**src/rtl/mux_nto1_scan_pkg.sv**
```systemverilog
// Shared types and constants for the N-to-1 registered scan multiplexer.
// Optional feature macro used across this slice: MUX_SCAN_MASK_EN.
package mux_pkg;

    typedef enum logic [1:0] {
        IDLE   = 2'd0,
        MANUAL = 2'd1,
        SCAN   = 2'd2
    } mux_state_t;

    localparam logic MODE_MANUAL = 1'b0;
    localparam logic MODE_SCAN   = 1'b1;

endpackage

```
**src/rtl/mux_nto1_scan_if.sv**
```systemverilog
// Bus bundle between the input bank driver and the scan multiplexer.
// The master drives the channel data and controls; the slave (the mux)
// returns the registered selection, its flags and the FSM state for checkers.
// With MUX_SCAN_MASK_EN defined, the bundle also carries the channel mask.
// Handshake: there is no backpressure. 'en' qualifies the inputs on each rising
// edge, and 'dout_valid' is high for exactly the cycle after an enabled edge
// that produced new data.
interface mux_nto1_scan_if #(
    parameter int WIDTH    = 8,
    parameter int CHANNELS = 4
);
    import mux_pkg::*;

    localparam int SELW = $clog2(CHANNELS);

    logic [CHANNELS*WIDTH-1:0] din;
    logic [SELW-1:0]           sel;
    logic                      mode;
    logic                      en;
`ifdef MUX_SCAN_MASK_EN
    logic [CHANNELS-1:0]       ch_mask;
`endif
    logic [WIDTH-1:0]          dout;
    logic                      dout_valid;
    logic [SELW-1:0]           cur_ch;
    logic                      sel_err;
    mux_state_t                state;

`ifdef MUX_SCAN_MASK_EN
    modport master (
        output din, sel, mode, en, ch_mask,
        input  dout, dout_valid, cur_ch, sel_err, state
    );
    modport slave (
        input  din, sel, mode, en, ch_mask,
        output dout, dout_valid, cur_ch, sel_err, state
    );
`else
    modport master (
        output din, sel, mode, en,
        input  dout, dout_valid, cur_ch, sel_err, state
    );
    modport slave (
        input  din, sel, mode, en,
        output dout, dout_valid, cur_ch, sel_err, state
    );
`endif

endinterface

```
**src/rtl/mux_nto1_scan_ctrl.sv**
```systemverilog
// Scan sequencer: dwell counter, next-channel selection and wrap-around.
// i_start marks the enabled cycle that enters scan; that cycle presents the
// first channel with a fresh dwell count, so there is no dead cycle on entry.
// With MUX_SCAN_MASK_EN defined, only channels whose mask bit is set are
// visited; the mask is consulted only when choosing the next channel, so a
// channel masked off mid-dwell still finishes its dwell.
module mux_scan_ctrl
    import mux_pkg::*;
#(
    parameter int CHANNELS = 4,
    parameter int DWELL    = 4,
    localparam int SELW    = $clog2(CHANNELS),
    localparam int CNTW    = (DWELL > 1) ? $clog2(DWELL) : 1
) (
    input  logic                clk,
    input  logic                rst,
    input  logic                i_start,
    input  logic                i_step,
`ifdef MUX_SCAN_MASK_EN
    input  logic [CHANNELS-1:0] i_mask,
`endif
    output logic [SELW-1:0]     o_ch,
    output logic                o_adv,
    output logic                o_none
);

    logic [SELW-1:0] r_ch;
    logic [CNTW-1:0] r_cnt;
    logic [SELW-1:0] w_first;
    logic [SELW-1:0] w_eff_ch;
    logic [CNTW-1:0] w_eff_cnt;
    logic [SELW-1:0] w_next_ch;
    logic            w_last;

    // Pick the entry channel and the channel following the one on show.
`ifdef MUX_SCAN_MASK_EN
    always_comb begin
        logic w_found;
        w_first   = '0;
        w_next_ch = w_eff_ch;
        w_found   = 1'b0;
        for (int i = CHANNELS - 1; i >= 0; i--) begin
            if (i_mask[i]) w_first = SELW'(i);
        end
        for (int i = 1; i <= CHANNELS; i++) begin
            int idx;
            idx = (int'(w_eff_ch) + i) % CHANNELS;
            if (!w_found && i_mask[idx]) begin
                w_next_ch = SELW'(idx);
                w_found   = 1'b1;
            end
        end
        o_none = (i_mask == '0);
    end
`else
    always_comb begin
        w_first   = '0;
        w_next_ch = (w_eff_ch == SELW'(CHANNELS - 1)) ? '0 : w_eff_ch + SELW'(1);
        o_none    = 1'b0;
    end
`endif

    // Entry overrides the stored position so the first scan cycle is channel-first.
    always_comb begin
        w_eff_ch  = i_start ? w_first : r_ch;
        w_eff_cnt = i_start ? '0 : r_cnt;
        w_last    = (w_eff_cnt == CNTW'(DWELL - 1));
        o_ch      = w_eff_ch;
        o_adv     = i_step && !o_none && w_last;
    end

    // Advance the dwell counter and channel on each productive scan cycle.
    always_ff @(posedge clk) begin
        if (rst) begin
            r_ch  <= '0;
            r_cnt <= '0;
        end else if (i_step && !o_none) begin
            if (w_last) begin
                r_cnt <= '0;
                r_ch  <= w_next_ch;
            end else begin
                r_cnt <= w_eff_cnt + CNTW'(1);
                r_ch  <= w_eff_ch;
            end
        end
    end

endmodule

```
**src/rtl/mux_nto1_scan.sv**
```systemverilog
// N-to-1 registered multiplexer with manual select and round-robin scan.
// Optional channel mask in scan mode when MUX_SCAN_MASK_EN is defined.
module mux_nto1_scan
    import mux_pkg::*;
#(
    parameter int WIDTH    = 8,
    parameter int CHANNELS = 4,
    parameter int DWELL    = 4,
    localparam int SELW    = $clog2(CHANNELS)
) (
    input  logic          clk,
    input  logic          rst,
    mux_nto1_scan_if.slave bus
);

    localparam logic [SELW:0] CH_LIM = (SELW + 1)'(CHANNELS);

    mux_state_t       r_state;
    mux_state_t       w_next_state;
    logic [WIDTH-1:0] r_dout;
    logic             r_valid;
    logic [SELW-1:0]  r_cur_ch;
    logic             r_sel_err;
    logic             w_sel_ok;
    logic [WIDTH-1:0] w_man_data;
    logic [WIDTH-1:0] w_scan_data;
    logic [SELW-1:0]  w_scan_ch;
    logic             w_scan_adv;
    logic             w_scan_none;
    logic             w_scan_start;
    logic             w_scan_step;

    // Next-state: leave IDLE on the first enabled cycle, then follow mode.
    always_comb begin
        w_next_state = r_state;
        if (bus.en) begin
            w_next_state = (bus.mode == MODE_SCAN) ? SCAN : MANUAL;
        end
        w_scan_start = bus.en && (w_next_state == SCAN) && (r_state != SCAN);
        w_scan_step  = bus.en && (w_next_state == SCAN);
    end

    // State register.
    always_ff @(posedge clk) begin
        if (rst) r_state <= IDLE;
        else     r_state <= w_next_state;
    end

    // Slice the packed input bank for the manual and scan selections.
    always_comb begin
        w_sel_ok    = ({1'b0, bus.sel} < CH_LIM);
        w_man_data  = '0;
        w_scan_data = '0;
        for (int k = 0; k < CHANNELS; k++) begin
            if (bus.sel == SELW'(k))   w_man_data  = bus.din[k*WIDTH +: WIDTH];
            if (w_scan_ch == SELW'(k)) w_scan_data = bus.din[k*WIDTH +: WIDTH];
        end
    end

    mux_scan_ctrl #(
        .CHANNELS (CHANNELS),
        .DWELL    (DWELL)
    ) u_ctrl (
        .clk     (clk),
        .rst     (rst),
        .i_start (w_scan_start),
        .i_step  (w_scan_step),
`ifdef MUX_SCAN_MASK_EN
        .i_mask  (bus.ch_mask),
`endif
        .o_ch    (w_scan_ch),
        .o_adv   (w_scan_adv),
        .o_none  (w_scan_none)
    );

    // Output registers: updated according to the state being entered.
    always_ff @(posedge clk) begin
        if (rst) begin
            r_dout    <= '0;
            r_valid   <= 1'b0;
            r_cur_ch  <= '0;
            r_sel_err <= 1'b0;
        end else if (!bus.en) begin
            r_valid <= 1'b0;
        end else begin
            case (w_next_state)
                MANUAL: begin
                    r_valid <= 1'b1;
                    if (w_sel_ok) begin
                        r_dout    <= w_man_data;
                        r_cur_ch  <= bus.sel;
                        r_sel_err <= 1'b0;
                    end else begin
                        r_dout    <= '0;
                        r_sel_err <= 1'b1;
                    end
                end
                SCAN: begin
                    if (w_scan_none) begin
                        r_valid <= 1'b0;
                    end else begin
                        r_dout    <= w_scan_data;
                        r_cur_ch  <= w_scan_ch;
                        r_valid   <= 1'b1;
                        r_sel_err <= 1'b0;
                    end
                end
                default: r_valid <= 1'b0;
            endcase
        end
    end

    // The advance strobe is informational here; sequencing lives in the ctrl.
    logic w_unused;
    assign w_unused = w_scan_adv;

    assign bus.dout       = r_dout;
    assign bus.dout_valid = r_valid;
    assign bus.cur_ch     = r_cur_ch;
    assign bus.sel_err    = r_sel_err;
    assign bus.state      = r_state;

endmodule
```
**src/flat_wrapper.sv**
```systemverilog
// flat-port wrapper written by rule: the top's interface ports become plain ports
module mux_nto1_scan_flat import mux_pkg::*;
#(
    parameter int WIDTH    = 8,
    parameter int CHANNELS = 4,
    parameter int DWELL    = 4,
    localparam int SELW    = $clog2(CHANNELS)
)
  (clk, rst, bus_din, bus_sel, bus_mode, bus_en, bus_dout, bus_dout_valid, bus_cur_ch, bus_sel_err, bus_state);
  mux_nto1_scan_if #(.WIDTH(WIDTH), .CHANNELS(CHANNELS)) bus_i ();
  input  logic clk;
  input  logic rst;
  input wire logic [$bits(bus_i.din)-1:0] bus_din;
  input wire logic [$bits(bus_i.sel)-1:0] bus_sel;
  input wire logic [$bits(bus_i.mode)-1:0] bus_mode;
  input wire logic [$bits(bus_i.en)-1:0] bus_en;
  output wire logic [$bits(bus_i.dout)-1:0] bus_dout;
  output wire logic [$bits(bus_i.dout_valid)-1:0] bus_dout_valid;
  output wire logic [$bits(bus_i.cur_ch)-1:0] bus_cur_ch;
  output wire logic [$bits(bus_i.sel_err)-1:0] bus_sel_err;
  output wire logic [$bits(bus_i.state)-1:0] bus_state;
  assign bus_i.din = bus_din;
  assign bus_i.sel = bus_sel;
  assign bus_i.mode = bus_mode;
  assign bus_i.en = bus_en;
  assign bus_dout = bus_i.dout;
  assign bus_dout_valid = bus_i.dout_valid;
  assign bus_cur_ch = bus_i.cur_ch;
  assign bus_sel_err = bus_i.sel_err;
  assign bus_state = bus_i.state;
  mux_nto1_scan #(.WIDTH(WIDTH), .CHANNELS(CHANNELS), .DWELL(DWELL)) u_core (.clk(clk), .rst(rst), .bus(bus_i));
endmodule
```
**config.mk**
```make
export PLATFORM = sky130hd
export DESIGN_NAME = mux_nto1_scan_flat
export DESIGN_NICKNAME = d
export VERILOG_FILES = /design/src/rtl/mux_nto1_scan_pkg.sv /design/src/rtl/mux_nto1_scan_if.sv /design/src/rtl/mux_nto1_scan_ctrl.sv /design/src/rtl/mux_nto1_scan.sv /design/src/flat_wrapper.sv
export SDC_FILE = /design/constraint.sdc
export NUM_CORES = 1
export LEC_CHECK = 0
export CAP_MARGIN = 20
export CORE_MARGIN = 2
export CORE_UTILIZATION = 44
export CTS_CLUSTER_SIZE = 16
export DETAILED_ROUTE_END_ITERATION = 16
export GPL_ROUTABILITY_DRIVEN = 0
export PLACE_DENSITY = 0.81
export REMOVE_ABC_BUFFERS = 1
export SYNTH_ARGS = -nofsm -noshare
export SYNTH_HDL_FRONTEND = slang
export SYNTH_SLANG_ARGS = --single-unit
```
**constraint.sdc**
```tcl
create_clock -name clk -period 3.2 [get_ports clk]
set_input_delay 0.32 -clock clk [delete_from_list [all_inputs] [get_ports clk]]
set_output_delay 0.32 -clock clk [all_outputs]
set_load 0.01 [all_outputs]
```
==> impl_metrics.tcl, run 1 <==
set metrics [dict create \
    port-buffer-count 50 \
    wl_per_cell_um 16.88 \
    design.portCount 52 \
    worstSetupPathType "input pin to register" \
    fin_cells 237 \
    crit_path_max_fanout 8 \
    hp-start "u_core.u_ctrl.r_cnt[1]" \
    antenna_cells 0 \
    async_flop_share 0 \
    status "finished, violations left" \
    antenna_left 0 \
    cts_resized 0 \
    cts_tree "built" \
    hold_end "u_core.u_ctrl.r_cnt[1]" \
    dieArea_um2 3473 \
    ys_types 35 \
    cts_max_level 1 \
    syn_area_um2 1328 \
    grt_usage 0.2535 \
    path_cells "clkdlybuf4s50_1 -> mux2i_1 -> ha_1 -> nand2_1 -> o21ai_1 -> inv_1 -> ha_1 -> nand2b_1 -> a211o_1 -> a311oi_1" \
    synth_edf_count 0 \
    place_hpwl_mm 2.928 \
    yosys_warnings 0 \
    finalPower_mw 0.5643 \
    antenna_found_initial 0 \
    syn_to_final_growth_pct 38.93 \
    cts-buffers-inserted 3 \
    final_area_um2 1844 \
    postCtsSetupRepairBufs 0 \
    overflow 0 \
    dpl-instance-area_um2 1817 \
    maxSlewHeadroom 0.5011 \
    fin_crit_sh 0.8938 \
    dieWidth_um 58.93 \
    cts_sinks 17 \
    violations "DRC" \
    syn_inst 162 \
    crit_family "compound AO/OA/AOI/OAI gates" \
    cp.arrival_ps 3070 \
    avgSynthCellArea_um2 8.195 \
    start_util 0.4732 \
    fp-row-count 19 \
    clkTransAtPathRegs_ps 110 \
    power_density_nw_per_um2 305.9 \
    routed_wl_mm 4.001 \
    nFillCells 261 \
    cpPeakStageDelay_ps 590 \
    grt_first_pass_wirelength_mm 6.782 \
    hold_class "register to register" \
    whs_ps 473.4 \
    most-common-layout-cells "clkdlybuf4s50_1, dfxtp_1, nor2_1, inv_1, a221oi_1" \
    r2r_end "u_core.bus.dout[2]" \
    vias 1447 \
    end_kind "register" \
    tns_ps 0 \
    core-area_um2 2805 \
    startpoint_type "input pin" \
    crit_required_ps 3410 \
    routed_via_density 6.105 \
    rr_worst_depth 10 \
    drt_iter0_markers 77 \
    fmax_ghz 0.3496 \
    dp_cells 233 \
    drv_cap 0 \
    cts_root_buf "clkbuf_4" \
    synth_ff_type "dfxtp_1" \
    yosysSeqAreaShare 0.2564 \
    drive_gt1_frac 0.06796 \
    die_height_um 58.93 \
    nNetsFinal 251 \
    min_period_ps 2860 \
    clockBufferDepth 2 \
    rsz0062_at_grt "no" \
    hold_buffers 0 \
    hold_viol_final 0 \
    regToRegStartpoint "u_core.bus.state[1]" \
    r2r_slack_ps 510 \
    grt_max_degree 18 \
    grt_pass1_vias 1494 \
    hold_depth 2 \
    clk_latency_ps 300 \
    worst_path_most_repeated_cell "ha_1" \
    final_common_cell "clkdlybuf4s50_1" \
    finalSetupViolations 0 \
    drc_errors 3 \
    path_buf_inv 2 \
    dr.pass1.iters 10 \
    slowest_stage "clkdlybuf4s50_1" \
    drv_slew 0 \
    worst_pin_slew_ps 746.0 \
    ys_seq_elements 17 \
    power.leakage_nw 0.7512 \
    peakVddDrop_mv 0.2744 \
    finalClockSkew_ps 2.957 \
]
-- worst max path at each step --
stage / from / endpoint / slack, ps / cells after the start
6_report: bus_en / u_core.bus.dout[2] / 340 / 10
5_1_grt: bus_en / u_core.bus.dout[1] / 90 / 12
4_1_cts: bus_en / u_core.bus.dout[2] / 360 / 10
3_5_place_dp: bus_en / u_core.bus.dout[2] / 40 / 10
3_3_place_gp: bus_en / u_core.bus.dout[0] / 170 / 11
2_1_floorplan: u_core.bus.state[1] / u_core.bus.dout[5] / 570 / 11
-- power breakdown --
part | internal [mW] | total, mW | switching [mW]
logic | 0.111 | 0.203 | 0.0916
registers | 0.228 | 0.237 | 0.00946
clock network | 0.0466 | 0.124 | 0.0775
total | 0.386 | 0.564 | 0.179
-- sequential cells by signal, indices dropped and copies added, names as in the netlist --
| name | count |
|---|---|
| u_core.bus.dout_valid | 1 |
| u_core.u_ctrl.r_ch | 2 |
| u_core.bus.cur_ch | 2 |
| u_core.u_ctrl.r_cnt | 2 |
| u_core.bus.state | 2 |
| u_core.bus.dout | 8 |
-- metal layers --
metal  GRT usage  part of all wire  vias to the layer above
li1            -                 -                      686
met1      0.3212              0.42                      683
met2      0.4317              0.49                       68
met3     0.03956             0.065                       10
met4     0.09416             0.021                        0
met5           0                 0                        -
-- cell families after synthesis --
group | count (synthesis) | synth area share
mux | 9 | 0.06786
simple gates | 48 | 0.1838
fa+ha+maj | 6 | 0.05655
compound gates | 53 | 0.3289
flops | 17 | 0.2564
xor+xnor | 1 | 0.006599
other cells | 1 | 0.002825
buf+inv | 27 | 0.09708
-- Yosys cell counts (2+ instances only) --
master	n	share of area
nor2_1	14	0.040
o21ai_0	3	0.011
o21ai_1	2	0.0075
inv_1	13	0.037
clkbuf_1	5	0.014
nand2_1	11	0.031
a221oi_1	13	0.086
a21oi_1	4	0.015
ha_1	6	0.057
nor3_1	2	0.0075
dfxtp_1	17	0.26
a31oi_1	3	0.014
a211o_1	7	0.046
nor2b_1	2	0.0094
nand2b_1	11	0.052
and2_1	5	0.024
mux2i_1	9	0.068
buf_2	4	0.015
a311oi_1	6	0.040
buf_4	2	0.011
o2bb2ai_1	7	0.046
buf_6	2	0.017
a311oi_2	2	0.023
-- worst register-to-register path, stage by stage (launching register included) --
cell      delay [ps]
dfxtp_1          360
inv_1             80
o21ai_0          260
ha_1             260
nand2_1           80
o21ai_1          300
inv_1            110
ha_1             220
nand2b_1         320
a211o_1          360
a311oi_1         250
-- per-stage QoR --
stage          utilization  setup WS (ps)
3_3_place_gp        0.6476          172.4
4_1_cts             0.6574          361.1
3_5_place_dp        0.6476          41.60
2_1_floorplan            -          570.1
5_1_grt             0.6574          94.54
6_report            0.6574          339.9
-- area by class of cell --
type                    instances  area (um^2)  area share
clock inverters                 1        5.005    0.002714
clock buffers                   3        22.52     0.01221
repair buffers                 54        530.5      0.2877
multi-input cells             118        858.3      0.4654
well taps                      31        38.79     0.02103
flip-flops and latches         17        340.3      0.1845
inverters                      13        48.80     0.02646
Power figures use the tool's default switching activity.
==> run 2: changes to the inputs <==
CTS_CLUSTER_SIZE = 30   (was 16)
==> results of run 2 <==
Same layout as run 1: the final DEF is identical, and so are final timing and power.
==> run 3: changes to the inputs <==
CELL_PAD_IN_SITES_DETAIL_PLACEMENT = 1   (was not set)
CELL_PAD_IN_SITES_GLOBAL_PLACEMENT = 2   (was not set)
CORE_UTILIZATION = 24   (was 44)
PLACE_DENSITY = not set   (was 0.81)
PLACE_DENSITY_LB_ADDON = 0.1   (was not set)
clock period = 2.65 ns   (was 3.2 ns; I/O delays follow)
==> run 3 against run 2 <==
  * The run now ends clean
  * Clock skew about the same
  * Hold slack got worse by 13 ps
  * First-iteration DRC count is 42% lower
  * Die area rose by 77%
  * Critical path depth rose by 3
  * Critical path type unchanged
==> impl_metrics.tcl, run 3 (same netlist as run 1, synthesis figures left out) <==
set metrics [dict create \
    clkTransAtPathRegs_ps 80 \
    end_kind "register" \
    grt_max_degree 18 \
    routed_wl_mm 5.073 \
    grt_first_pass_wirelength_mm 7.824 \
    wl_per_cell_um 17.31 \
    dieArea_um2 6143 \
    worstSetupPathType "input pin to register" \
    routed_via_density 5.123 \
    power.leakage_nw 0.8483 \
    rr_worst_depth 12 \
    cts_max_level 1 \
    final_common_cell "clkdlybuf4s50_1" \
    min_period_ps 2539 \
    finalPower_mw 0.7677 \
    grt_pass1_vias 1628 \
    cts-buffers-inserted 3 \
    fin_cells 293 \
    most-common-layout-cells "clkdlybuf4s50_1, buf_4, dfxtp_1, nor2_1, inv_1" \
    cp.arrival_ps 2700 \
    dpl-instance-area_um2 1951 \
    hold_class "register to register" \
    hold_viol_final 0 \
    syn_to_final_growth_pct 59.28 \
    fin_crit_sh 0.9583 \
    vias 1501 \
    status "completed" \
    fin_util 0.3888 \
    drt_iter0_markers 45 \
    antenna_left 0 \
    cts_tree "built" \
    antenna_cells 0 \
    fp-row-count 27 \
    rsz0062_at_grt "yes" \
    cts_root_buf "clkbuf_8" \
    cts_sinks 17 \
    drive_gt1_frac 0.1991 \
    design.portCount 52 \
    antenna_found_initial 0 \
    fmax_ghz 0.3938 \
    core-area_um2 5439 \
    drc_errors 0 \
    overflow 0 \
    port-buffer-count 50 \
    clk_latency_ps 260 \
    start_util 0.2441 \
    startpoint_type "input pin" \
    place_hpwl_mm 3.703 \
    peakVddDrop_mv 0.2767 \
    drv_cap 0 \
    die_height_um 78.38 \
    final_area_um2 2115 \
    dieWidth_um 78.38 \
    worst_pin_slew_ps 874.3 \
    grt_usage 0.1620 \
    drv_slew 0 \
    crit_required_ps 2810 \
    power_density_nw_per_um2 363.1 \
    maxSlewHeadroom 0.4153 \
    dr.pass1.iters 4 \
    finalClockSkew_ps 3.015 \
    clockBufferDepth 2 \
    crit_path_max_fanout 7 \
    nNetsFinal 266 \
    finalSetupViolations 0 \
    largest_reg_flops 8 \
    hold_depth 1 \
    dp_cells 285 \
]
## run 3: stage by stage
step / setup WS [ps] / setup TNS [ps] / hold WS (ps)
after floorplan: 20.06 / 0 / 332.9
after global placement: -242.8 / -1801 / 441.3
after detailed placement: -381.5 / -2828 / 452.9
after CTS: 7.417 / 0 / 466.1
after global routing: -32.32 / -88.00 / 478.9
final: 110.5 / 0 / 460.5
## run 3: metal layers
layer	wire (um)	part of all wire	global-route usage	vias up
li1	-	-	-	711
met1	2115	0.42	0.1823	743
met2	2638	0.52	0.3017	41
met3	248	0.049	0.04023	6
met4	72	0.014	0.04386	0
met5	0	0	0	-
## run 3: worst paths after layout
check	end	slack, ps	start
worst min register to register	u_core.u_ctrl.r_cnt[0]	460	u_core.u_ctrl.r_cnt[0]
worst min-delay path	u_core.u_ctrl.r_cnt[0]	460	u_core.u_ctrl.r_cnt[0]
worst max-delay path	u_core.bus.dout[5]	110	bus_mode
worst max register to register	u_core.bus.dout[5]	210	u_core.bus.state[1]
## run 3: repair_timing
action / 4_1_cts / 5_1_grt
pin swaps: 1 / 2
resized for setup: 3 / 14
hold buffers: 0 / 0
setup endpoints to repair: 8 / 8
setup buffers: 1 / 3
cloned: 0 / 0
## run 3: cell type report
type	count	area (um^2)
multi-input combinational	118	928.4
clock inverter	1	7.507
clock buffer	3	41.29
sequential	17	340.3
fill	656	3324
inverter	13	48.80
timing repair buffer	69	658.1
tap	72	90.09
## run 3: critical path, stage by stage
cell             delay (ps)
clkdlybuf4s50_1         490
inv_1                    60
mux2i_2                 180
ha_2                    230
nand2_1                  80
o21ai_2                 200
buf_4                   150
ha_2                    170
nor2b_4                 160
buf_12                  130
a221oi_2                 60
a211o_1                 280
a311oi_2                230
## run 3: report_power, final
part	switching (mW)	total, mW	internal [mW]	leakage (nW)
registers	0.0112	0.286	0.275	0.139
logic	0.126	0.274	0.148	0.687
clock network	0.102	0.208	0.106	0.0217
